### config.mk
export PLATFORM = sky130hd
export DESIGN_NAME = hazard_stall_ctrl
export DESIGN_NICKNAME = d
export VERILOG_FILES = /design/src/rtl/hazard_stall_ctrl.sv
export SDC_FILE = /design/constraint.sdc
export NUM_CORES = 1
export LEC_CHECK = 0
export CAP_MARGIN = 20
export CORE_MARGIN = 2
export CORE_UTILIZATION = 58
export CTS_BUF_LIST = sky130_fd_sc_hd__clkbuf_2 sky130_fd_sc_hd__clkbuf_4 sky130_fd_sc_hd__clkbuf_8
export DETAILED_ROUTE_END_ITERATION = 10
export DONT_BUFFER_PORTS = 1
export MAX_ROUTING_LAYER = met4
export PLACE_DENSITY_LB_ADDON = 0.05
export REMOVE_ABC_BUFFERS = 1
export SYNTH_ARGS = -nofsm -noshare
export SYNTH_HDL_FRONTEND = slang
export SYNTH_SLANG_ARGS = --single-unit
### constraint.sdc
create_clock -name clk -period 2.44 [get_ports clk]
set_input_delay 0.366 -clock clk [delete_from_list [all_inputs] [get_ports clk]]
set_output_delay 0.366 -clock clk [all_outputs]
set_load 0.005 [all_outputs]
### src/rtl/hazard_stall_ctrl.sv
// Hazard/stall controller for the 5-stage MIPS pipeline.
// Tracks (destination, result class) of the instructions in E, M and W.
// Stalls D when an operand is not yet forwardable or when HI/LO is busy.
// Ports:
//   clk, reset            clock, synchronous active-high reset
//   tuse_rs_d, tuse_rt_d  operand Tuse of the D instruction (3 = unused)
//   res_d, rs_d, rt_d     result class and source registers of the D instruction
//   a3_d                  destination register of the D instruction
//   md_use_d              D instruction touches HI/LO
//   md_start_e, md_div_e  E instruction starts a mult (0) or div (1)
//   stall                 combinational freeze of PC and IF/ID, bubble into E
//   a3_e/m/w, res_e/m/w   pipelined records for the forwarding muxes
//   md_busy               HI/LO unit busy
module hazard_stall_ctrl #(
   parameter int unsigned RES_NW      = 0,
   parameter int unsigned RES_ALU     = 1,
   parameter int unsigned RES_DM      = 2,
   parameter int unsigned RES_PC      = 3,
   parameter int unsigned RES_OTHER   = 4,
   parameter int unsigned MULT_CYCLES = 5,
   parameter int unsigned DIV_CYCLES  = 10
) (
   input  logic       clk,
   input  logic       reset,
   input  logic [1:0] tuse_rs_d,
   input  logic [1:0] tuse_rt_d,
   input  logic [2:0] res_d,
   input  logic [4:0] rs_d,
   input  logic [4:0] rt_d,
   input  logic [4:0] a3_d,
   input  logic       md_use_d,
   input  logic       md_start_e,
   input  logic       md_div_e,
   output logic       stall,
   output logic [4:0] a3_e,
   output logic [4:0] a3_m,
   output logic [4:0] a3_w,
   output logic [2:0] res_e,
   output logic [2:0] res_m,
   output logic [2:0] res_w,
   output logic       md_busy
);

   localparam int unsigned MAX_CYCLES = (DIV_CYCLES > MULT_CYCLES) ? DIV_CYCLES : MULT_CYCLES;
   localparam int unsigned CNT_W      = $clog2(MAX_CYCLES + 1);

   logic [4:0]       a3_e_q, a3_m_q, a3_w_q;
   logic [2:0]       res_e_q, res_m_q, res_w_q;
   logic [4:0]       a3_e_d;
   logic [2:0]       res_e_d;
   logic [CNT_W-1:0] cnt_q, cnt_d;
   logic             md_busy_q;
   logic [1:0]       tnew_e, tnew_m;
   logic             stall_rs, stall_rt, stall_md;

   // Cycles until an E-stage result becomes forwardable.
   function automatic logic [1:0] tnew_of_e(input logic [2:0] res);
      logic [1:0] t;
      t = 2'd0;
      case (res)
         3'(RES_ALU):   t = 2'd1;
         3'(RES_DM):    t = 2'd2;
         3'(RES_PC):    t = 2'd0;
         3'(RES_OTHER): t = 2'd0;
         default:       t = 2'd0;
      endcase
      return t;
   endfunction

   always_comb begin
      tnew_e = tnew_of_e(res_e_q);
      tnew_m = (res_m_q == 3'(RES_DM)) ? 2'd1 : 2'd0;
   end

   // Operand hazards; the younger E record shadows an M record to the same register.
   always_comb begin
      stall_rs = 1'b0;
      stall_rt = 1'b0;
      if (rs_d != 5'd0 && tuse_rs_d != 2'd3) begin
         if (a3_e_q == rs_d)      stall_rs = (tnew_e > tuse_rs_d);
         else if (a3_m_q == rs_d) stall_rs = (tnew_m > tuse_rs_d);
      end
      if (rt_d != 5'd0 && tuse_rt_d != 2'd3) begin
         if (a3_e_q == rt_d)      stall_rt = (tnew_e > tuse_rt_d);
         else if (a3_m_q == rt_d) stall_rt = (tnew_m > tuse_rt_d);
      end
      stall_md = md_use_d & (md_start_e | md_busy_q);
      stall    = stall_rs | stall_rt | stall_md;
   end

   // Next E record: a bubble while stalled; non-writers are normalised to a3 = 0.
   always_comb begin
      a3_e_d  = 5'd0;
      res_e_d = 3'(RES_NW);
      if (!stall) begin
         res_e_d = res_d;
         a3_e_d  = (res_d == 3'(RES_NW)) ? 5'd0 : a3_d;
      end
   end

   // HI/LO busy counter; a new start always reloads.
   always_comb begin
      cnt_d = cnt_q;
      if (md_start_e)             cnt_d = md_div_e ? CNT_W'(DIV_CYCLES) : CNT_W'(MULT_CYCLES);
      else if (cnt_q != '0)       cnt_d = cnt_q - CNT_W'(1);
   end

   always_ff @(posedge clk) begin
      if (reset) begin
         a3_e_q    <= 5'd0;
         a3_m_q    <= 5'd0;
         a3_w_q    <= 5'd0;
         res_e_q   <= 3'(RES_NW);
         res_m_q   <= 3'(RES_NW);
         res_w_q   <= 3'(RES_NW);
         cnt_q     <= '0;
         md_busy_q <= 1'b0;
      end else begin
         a3_e_q    <= a3_e_d;
         res_e_q   <= res_e_d;
         a3_m_q    <= a3_e_q;
         res_m_q   <= res_e_q;
         a3_w_q    <= a3_m_q;
         res_w_q   <= res_m_q;
         cnt_q     <= cnt_d;
         md_busy_q <= (cnt_d != '0);
      end
   end

   assign a3_e    = a3_e_q;
   assign a3_m    = a3_m_q;
   assign a3_w    = a3_w_q;
   assign res_e   = res_e_q;
   assign res_m   = res_m_q;
   assign res_w   = res_w_q;
   assign md_busy = md_busy_q;

endmodule
==> flow_summary.json, run 1 <==
{
  "setup_slack_ns": -0.0843,
  "rows": 17,
  "worstSetupStartpointType": "flop",
  "holdPathStages": 1,
  "worstMarginPinSlew_ns": 0.636,
  "fmax_mhz": 396,
  "first_global_vias": 1121,
  "hp-start": "reset",
  "core_area_um2": 2230,
  "drv_cap": 0,
  "htree_levels": 2,
  "final_common_cell": "dfxtp_1",
  "cellLeakagePower_nw": 0.617,
  "n_antenna_cell": 0,
  "pin_count": 53,
  "fillCellCount": 191,
  "antenna_found_initial": 0,
  "fin_nets": 195,
  "grt_overflow_total": 0,
  "drtIter0Drc": 18,
  "clock-sinks": 29,
  "crit_path_start": "res_e[2]",
  "die_w_um": 53,
  "setup_viol": 1,
  "grt_max_degree": 23,
  "fin_crit_sh": 1.03,
  "io_buffer_count": 0,
  "cts_buffers": 5,
  "die_h_um": 53,
  "ant_nets": 0,
  "cts_root_buf": "clkbuf_4",
  "initial_core_util": 0.624,
  "relSlewSlack": 0.575,
  "syn_avg_cell_area_um2": 9.16,
  "avgViaCountPerCell": 5.91,
  "finalWirelength_um": 3070,
  "period_needed_ns": 2.52,
  "fin_skew_ns": 0.0118,
  "hpwlAfterDp_um": 2440,
  "critPathKind": "flop to primary output",
  "netlist-cell-type-count": 30,
  "cts_buffer_depth": 2,
  "hold_viol_final": 0,
  "netlist_instances": 152,
  "violations": "setup timing",
  "clock_latency_ns": 0.33,
  "place.gp.congestion": 0.871,
  "drc_errors": 0,
  "wl_per_cell_um": 16.1,
  "reg2reg_depth": 7,
  "final_cell_mix": "26 x dfxtp_1, 17 x nor2b_1, 13 x xnor2_1",
  "ys_ff_latch": 29,
  "dr_total_vias": 1123,
  "worstReg2RegStart": "res_e[2]",
  "irDropWorstVdd_mv": 0.513,
  "required_ns": 2.07,
  "drive_gt1_frac": 0.142,
  "grt_pass1_wl_um": 4920,
  "clk_pin_slew_worst_paths_ns": 0.10,
  "yosys_warnings": 0,
  "power.density_nw_per_um2": 609,
  "rsz0062_at_grt": "yes",
  "status": "finished with violations",
  "dp_worst_setup_slack_ns": 0.0680,
  "grt_util_all_layers": 0.256,
  "cts_tree": "built",
  "synthesis.area_um2": 1390,
  "ys_seq_area_frac": 0.417,
  "firstDrtPassIters": 4,
  "end_kind": "primary output",
  "area_growth_pct": 11.6,
  "min_path_type": "input pin to flop",
  "holdWs_ns": 0.0884,
  "path_max_fanout": 4,
  "final_max_slew_viol_count": 0,
  "dieArea_um2": 2810,
  "crit_arrival_ns": 2.16
}
-- where the power goes --
group	leakage, nW	internal (W)	switching [W]	total, W
registers	0.239	0.000497	0.0000247	0.000521
logic	0.347	0.0000735	0.0000665	0.000140
clock network	0.0310	0.000108	0.000177	0.000286
total	0.617	0.000678	0.000269	0.000947
-- layer usage --
| layer | GRT usage | up-vias | wire length, um |
|---|---|---|---|
| met5 | - | - | 0 |
| met4 | 0.111 | 0 | 41 |
| met3 | 0.0989 | 4 | 263 |
| met2 | 0.423 | 47 | 1520 |
| met1 | 0.273 | 527 | 1250 |
| li1 | - | 545 | - |
-- kinds of logic after synthesis --
family / Yosys count / synth area share
buffers and inverters: 12 / 0.0323
adders and majority gates: 7 / 0.0629
muxes: 1 / 0.00719
DFF: 29 / 0.417
and+or+nand+nor: 67 / 0.257
AOI/OAI and AO/OA: 15 / 0.0917
xor gates and xnor gates: 21 / 0.132
-- worst max-delay path: stages, from the launching register on --
cell and delay (ns):
dfxtp_4 0.37, or3b_4 0.40, ha_4 0.22, a2111o_1 0.44
a221oi_4 0.24, or3_4 0.17
-- flip-flops by register name, indices dropped and copies added (netlist names) --
name and flops:
md_busy 1, res_w 3, a3_w 5, cnt_q 4
res_e 3, a3_m 5, res_m 3, a3_e 5
-- metrics by stage --
stage          instance area, um^2  total power (W)  setup TNS [ns]  instances  utilization
2_1_floorplan                 1380         0.000632               0        148            -
3_3_place_gp                  1440         0.000653               0        180        0.646
3_5_place_dp                  1440         0.000663               0        180        0.646
4_1_cts                       1550         0.000953         -0.0761        190        0.696
5_1_grt                       1550         0.000995          -0.152        190        0.696
6_report                      1550         0.000947         -0.0843        190        0.696
-- synthesized netlist by cell type --
| cell type | n | area [um^2] |
|---|---|---|
| nand2_1 | 12 | 45.0 |
| a221oi_1 | 2 | 17.5 |
| a31oi_1 | 1 | 6.26 |
| or4_1 | 1 | 7.51 |
| a211oi_1 | 1 | 7.51 |
| xnor2_1 | 13 | 114 |
| o211ai_1 | 1 | 7.51 |
| nor4_1 | 10 | 62.6 |
| or3_1 | 1 | 6.26 |
| a221oi_4 | 1 | 26.3 |
| o21a_1 | 2 | 15.0 |
| nor2_1 | 10 | 37.5 |
| nand3b_1 | 1 | 7.51 |
| or3b_2 | 1 | 8.76 |
| a31o_2 | 1 | 8.76 |
| mux2i_1 | 1 | 10.0 |
| nand4_1 | 1 | 6.26 |
| a2111o_1 | 1 | 11.3 |
| xor2_1 | 8 | 70.1 |
| dfxtp_1 | 29 | 581 |
| nand3_1 | 3 | 15.0 |
| o21bai_1 | 1 | 7.51 |
| nor3b_1 | 2 | 15.0 |
| inv_1 | 8 | 30.0 |
| clkbuf_1 | 3 | 11.3 |
| ha_1 | 7 | 87.6 |
| nor3_1 | 8 | 40.0 |
| nor2b_1 | 17 | 106 |
| buf_1 | 1 | 3.75 |
| a21oi_1 | 4 | 20.0 |
-- final cells by class --
cell class                      count  area [um^2]  share of cell area
Clock buffer                        5         37.5              0.0242
Clock inverter                      3         17.5              0.0113
Inverter                            8         30.0              0.0193
Multi-Input combinational cell    111          798               0.514
Sequential cell                    29          587               0.378
Tap cell                           28         35.0              0.0225
Timing Repair Buffer                6         48.8              0.0314
-- timing repair --
action	in CTS	in global routing
hold buffers	0	0
pin swaps	7	2
gates resized for setup	10	0
setup buffers	2	0
setup endpoints to repair	1	1
-- worst paths after layout --
| kind | end | slack [ns] |
|---|---|---|
| max reg2reg | res_e[1] | 0.33 |
| max | stall | -0.08 |
| min reg2reg | res_w[1] | 0.50 |
| min | a3_m[3] | 0.09 |
No activity file was read; power rests on OpenSTA's default activity.
==> inputs of run 2 (changes only) <==
--- a/config.mk
+++ b/config.mk
@@ -7,13 +7,13 @@
 export LEC_CHECK = 0
 export CAP_MARGIN = 20
 export CORE_MARGIN = 2
-export CORE_UTILIZATION = 58
-export CTS_BUF_LIST = sky130_fd_sc_hd__clkbuf_2 sky130_fd_sc_hd__clkbuf_4 sky130_fd_sc_hd__clkbuf_8
+export CORE_UTILIZATION = 55
 export DETAILED_ROUTE_END_ITERATION = 10
 export DONT_BUFFER_PORTS = 1
 export MAX_ROUTING_LAYER = met4
 export PLACE_DENSITY_LB_ADDON = 0.05
 export REMOVE_ABC_BUFFERS = 1
+export SKIP_CTS_REPAIR_TIMING = 1
 export SYNTH_ARGS = -nofsm -noshare
 export SYNTH_HDL_FRONTEND = slang
 export SYNTH_SLANG_ARGS = --single-unit
==> run 2 against run 1 <==
Effect of this change: the run still ends with setup timing left; largest power group unchanged; fmax is 0.33% lower; worst hold slack improved by 0.0014 ns; non-clock buffer count unchanged; sequential power about the same; combinational power rose by 3%; register-to-register slack better by 0.11 ns.
==> flow_summary.json, run 2 (same netlist as run 1, synthesis figures left out) <==
{
  "final_max_slew_viol_count": 0,
  "place.gp.congestion": 0.791,
  "cts_tree": "built",
  "cts_buffers": 5,
  "grt_pass1_wl_um": 4260,
  "die_h_um": 54.3,
  "multi_input_area_um2": 821,
  "fin_nets": 195,
  "worstMarginPinSlew_ns": 0.567,
  "first_global_vias": 975,
  "power.total_w": 0.000941,
  "clock_latency_ns": 0.33,
  "drc_errors": 0,
  "antenna_found_initial": 0,
  "die_w_um": 54.3,
  "fin_util": 0.649,
  "n_antenna_cell": 0,
  "grt_max_degree": 23,
  "hpwlAfterDp_um": 2190,
  "period_needed_ns": 2.53,
  "clk_pin_slew_worst_paths_ns": 0.09,
  "avgViaCountPerCell": 5.58,
  "core_area_um2": 2430,
  "power.density_nw_per_um2": 596,
  "finalWirelength_um": 2910,
  "initial_core_util": 0.573,
  "violations": "setup timing",
  "fin_crit_sh": 1.04,
  "end_kind": "primary output",
  "fin_area_um2": 1580,
  "worstSetupStartpointType": "flop",
  "hold_viol_final": 0,
  "drtIter0Drc": 14,
  "setup_slack_ns": -0.0927,
  "cellLeakagePower_nw": 0.620,
  "ant_nets": 0,
  "critPathKind": "flop to primary output",
  "grt_overflow_total": 0,
  "relSlewSlack": 0.621,
  "min_path_type": "input pin to flop",
  "io_buffer_count": 0,
  "dieArea_um2": 2950,
  "rows": 18,
  "fmax_mhz": 395,
  "firstDrtPassIters": 4,
  "setup_viol": 1,
  "required_ns": 2.07,
  "path_max_fanout": 3,
  "dr_total_vias": 1072,
  "tns_ns": -0.0927,
  "rsz0062_at_grt": "yes",
  "drive_gt1_frac": 0.154,
  "drv_cap": 0,
  "pin_count": 53,
  "fillCellCount": 210,
  "cts_root_buf": "clkbuf_4",
  "final_common_cell": "dfxtp_1",
  "grt_util_all_layers": 0.217,
  "layout.cells.non_filler": 192,
  "area_growth_pct": 13.4,
  "dpl-instance-area_um2": 1450,
  "irDropWorstVdd_mv": 0.480,
  "regArea_um2": 587,
  "cts_buffer_depth": 2,
  "wl_per_cell_um": 15.1,
  "status": "finished with violations",
  "final_cell_mix": "26 x dfxtp_1, 17 x nor2b_1, 13 x xnor2_1",
  "crit_arrival_ns": 2.17,
  "clock-sinks": 29,
  "htree_levels": 2,
  "place_inst": 182,
  "fin_skew_ns": 0.00731
}
run 2: cell count changes in the layout (fill, tap and decap cells not counted):
cell        previous run  this run
a21oi_1                4         3
a21oi_2                0         1
a221oi_1               2         1
a221oi_2               0         1
buf_4                  5         4
buf_6                  1         2
clkbuf_1               0         1
clkinvlp_4             1         0
ha_1                   6         5
ha_4                   1         2
run 2: critical path: stages, from the launching register on:
cell and delay (ns):
dfxtp_2 0.33, buf_6 0.12, nor3b_4 0.24, ha_1 0.30, a21oi_2 0.17, a221oi_2 0.05, a31o_2 0.24, or3_4 0.39
run 2: worst paths after layout:
check	slack [ns]	cells past startpoint	endpoint	from
setup / recovery	-0.09	7	stall	res_e[0]
hold / removal	0.09	1	a3_w[2]	reset
setup reg to reg	0.44	6	res_e[1]	res_e[2]
hold reg to reg	0.50	1	res_w[0]	res_m[0]
run 2: layout make-up:
class | instances | share of cell area
Multi-Input combinational cell | 111 | 0.520
Sequential cell | 29 | 0.372
Timing Repair Buffer | 6 | 0.0333
Clock buffer | 6 | 0.0261
Tap cell | 30 | 0.0238
Inverter | 8 | 0.0190
Clock inverter | 2 | 0.00634
run 2: report_power, final:
part | leakage [nW] | switching, W | internal [W]
clock network | 0.0320 | 0.000166 | 0.000109
registers | 0.239 | 0.0000257 | 0.000496
logic | 0.349 | 0.0000656 | 0.0000784
run 2: metrics by stage:
| stage | setup slack [ns] | hold slack (ns) |
|---|---|---|
| 6_report | -0.0927 | 0.0897 |
| 5_1_grt | -0.173 | 0.0703 |
| 4_1_cts | -0.309 | 0.0783 |
| 3_5_place_dp | 0.0720 | 0.441 |
| 3_3_place_gp | 0.0924 | 0.439 |
| 2_1_floorplan | 0.00365 | 0.438 |
run 2: per-layer routing:
layer | routed length, um | vias up | track usage
met2 | 1360 | 40 | 0.315
met3 | 248 | 8 | 0.101
li1 | - | 542 | -
met5 | 0 | - | -
met4 | 72 | 0 | 0.108
met1 | 1220 | 482 | 0.249
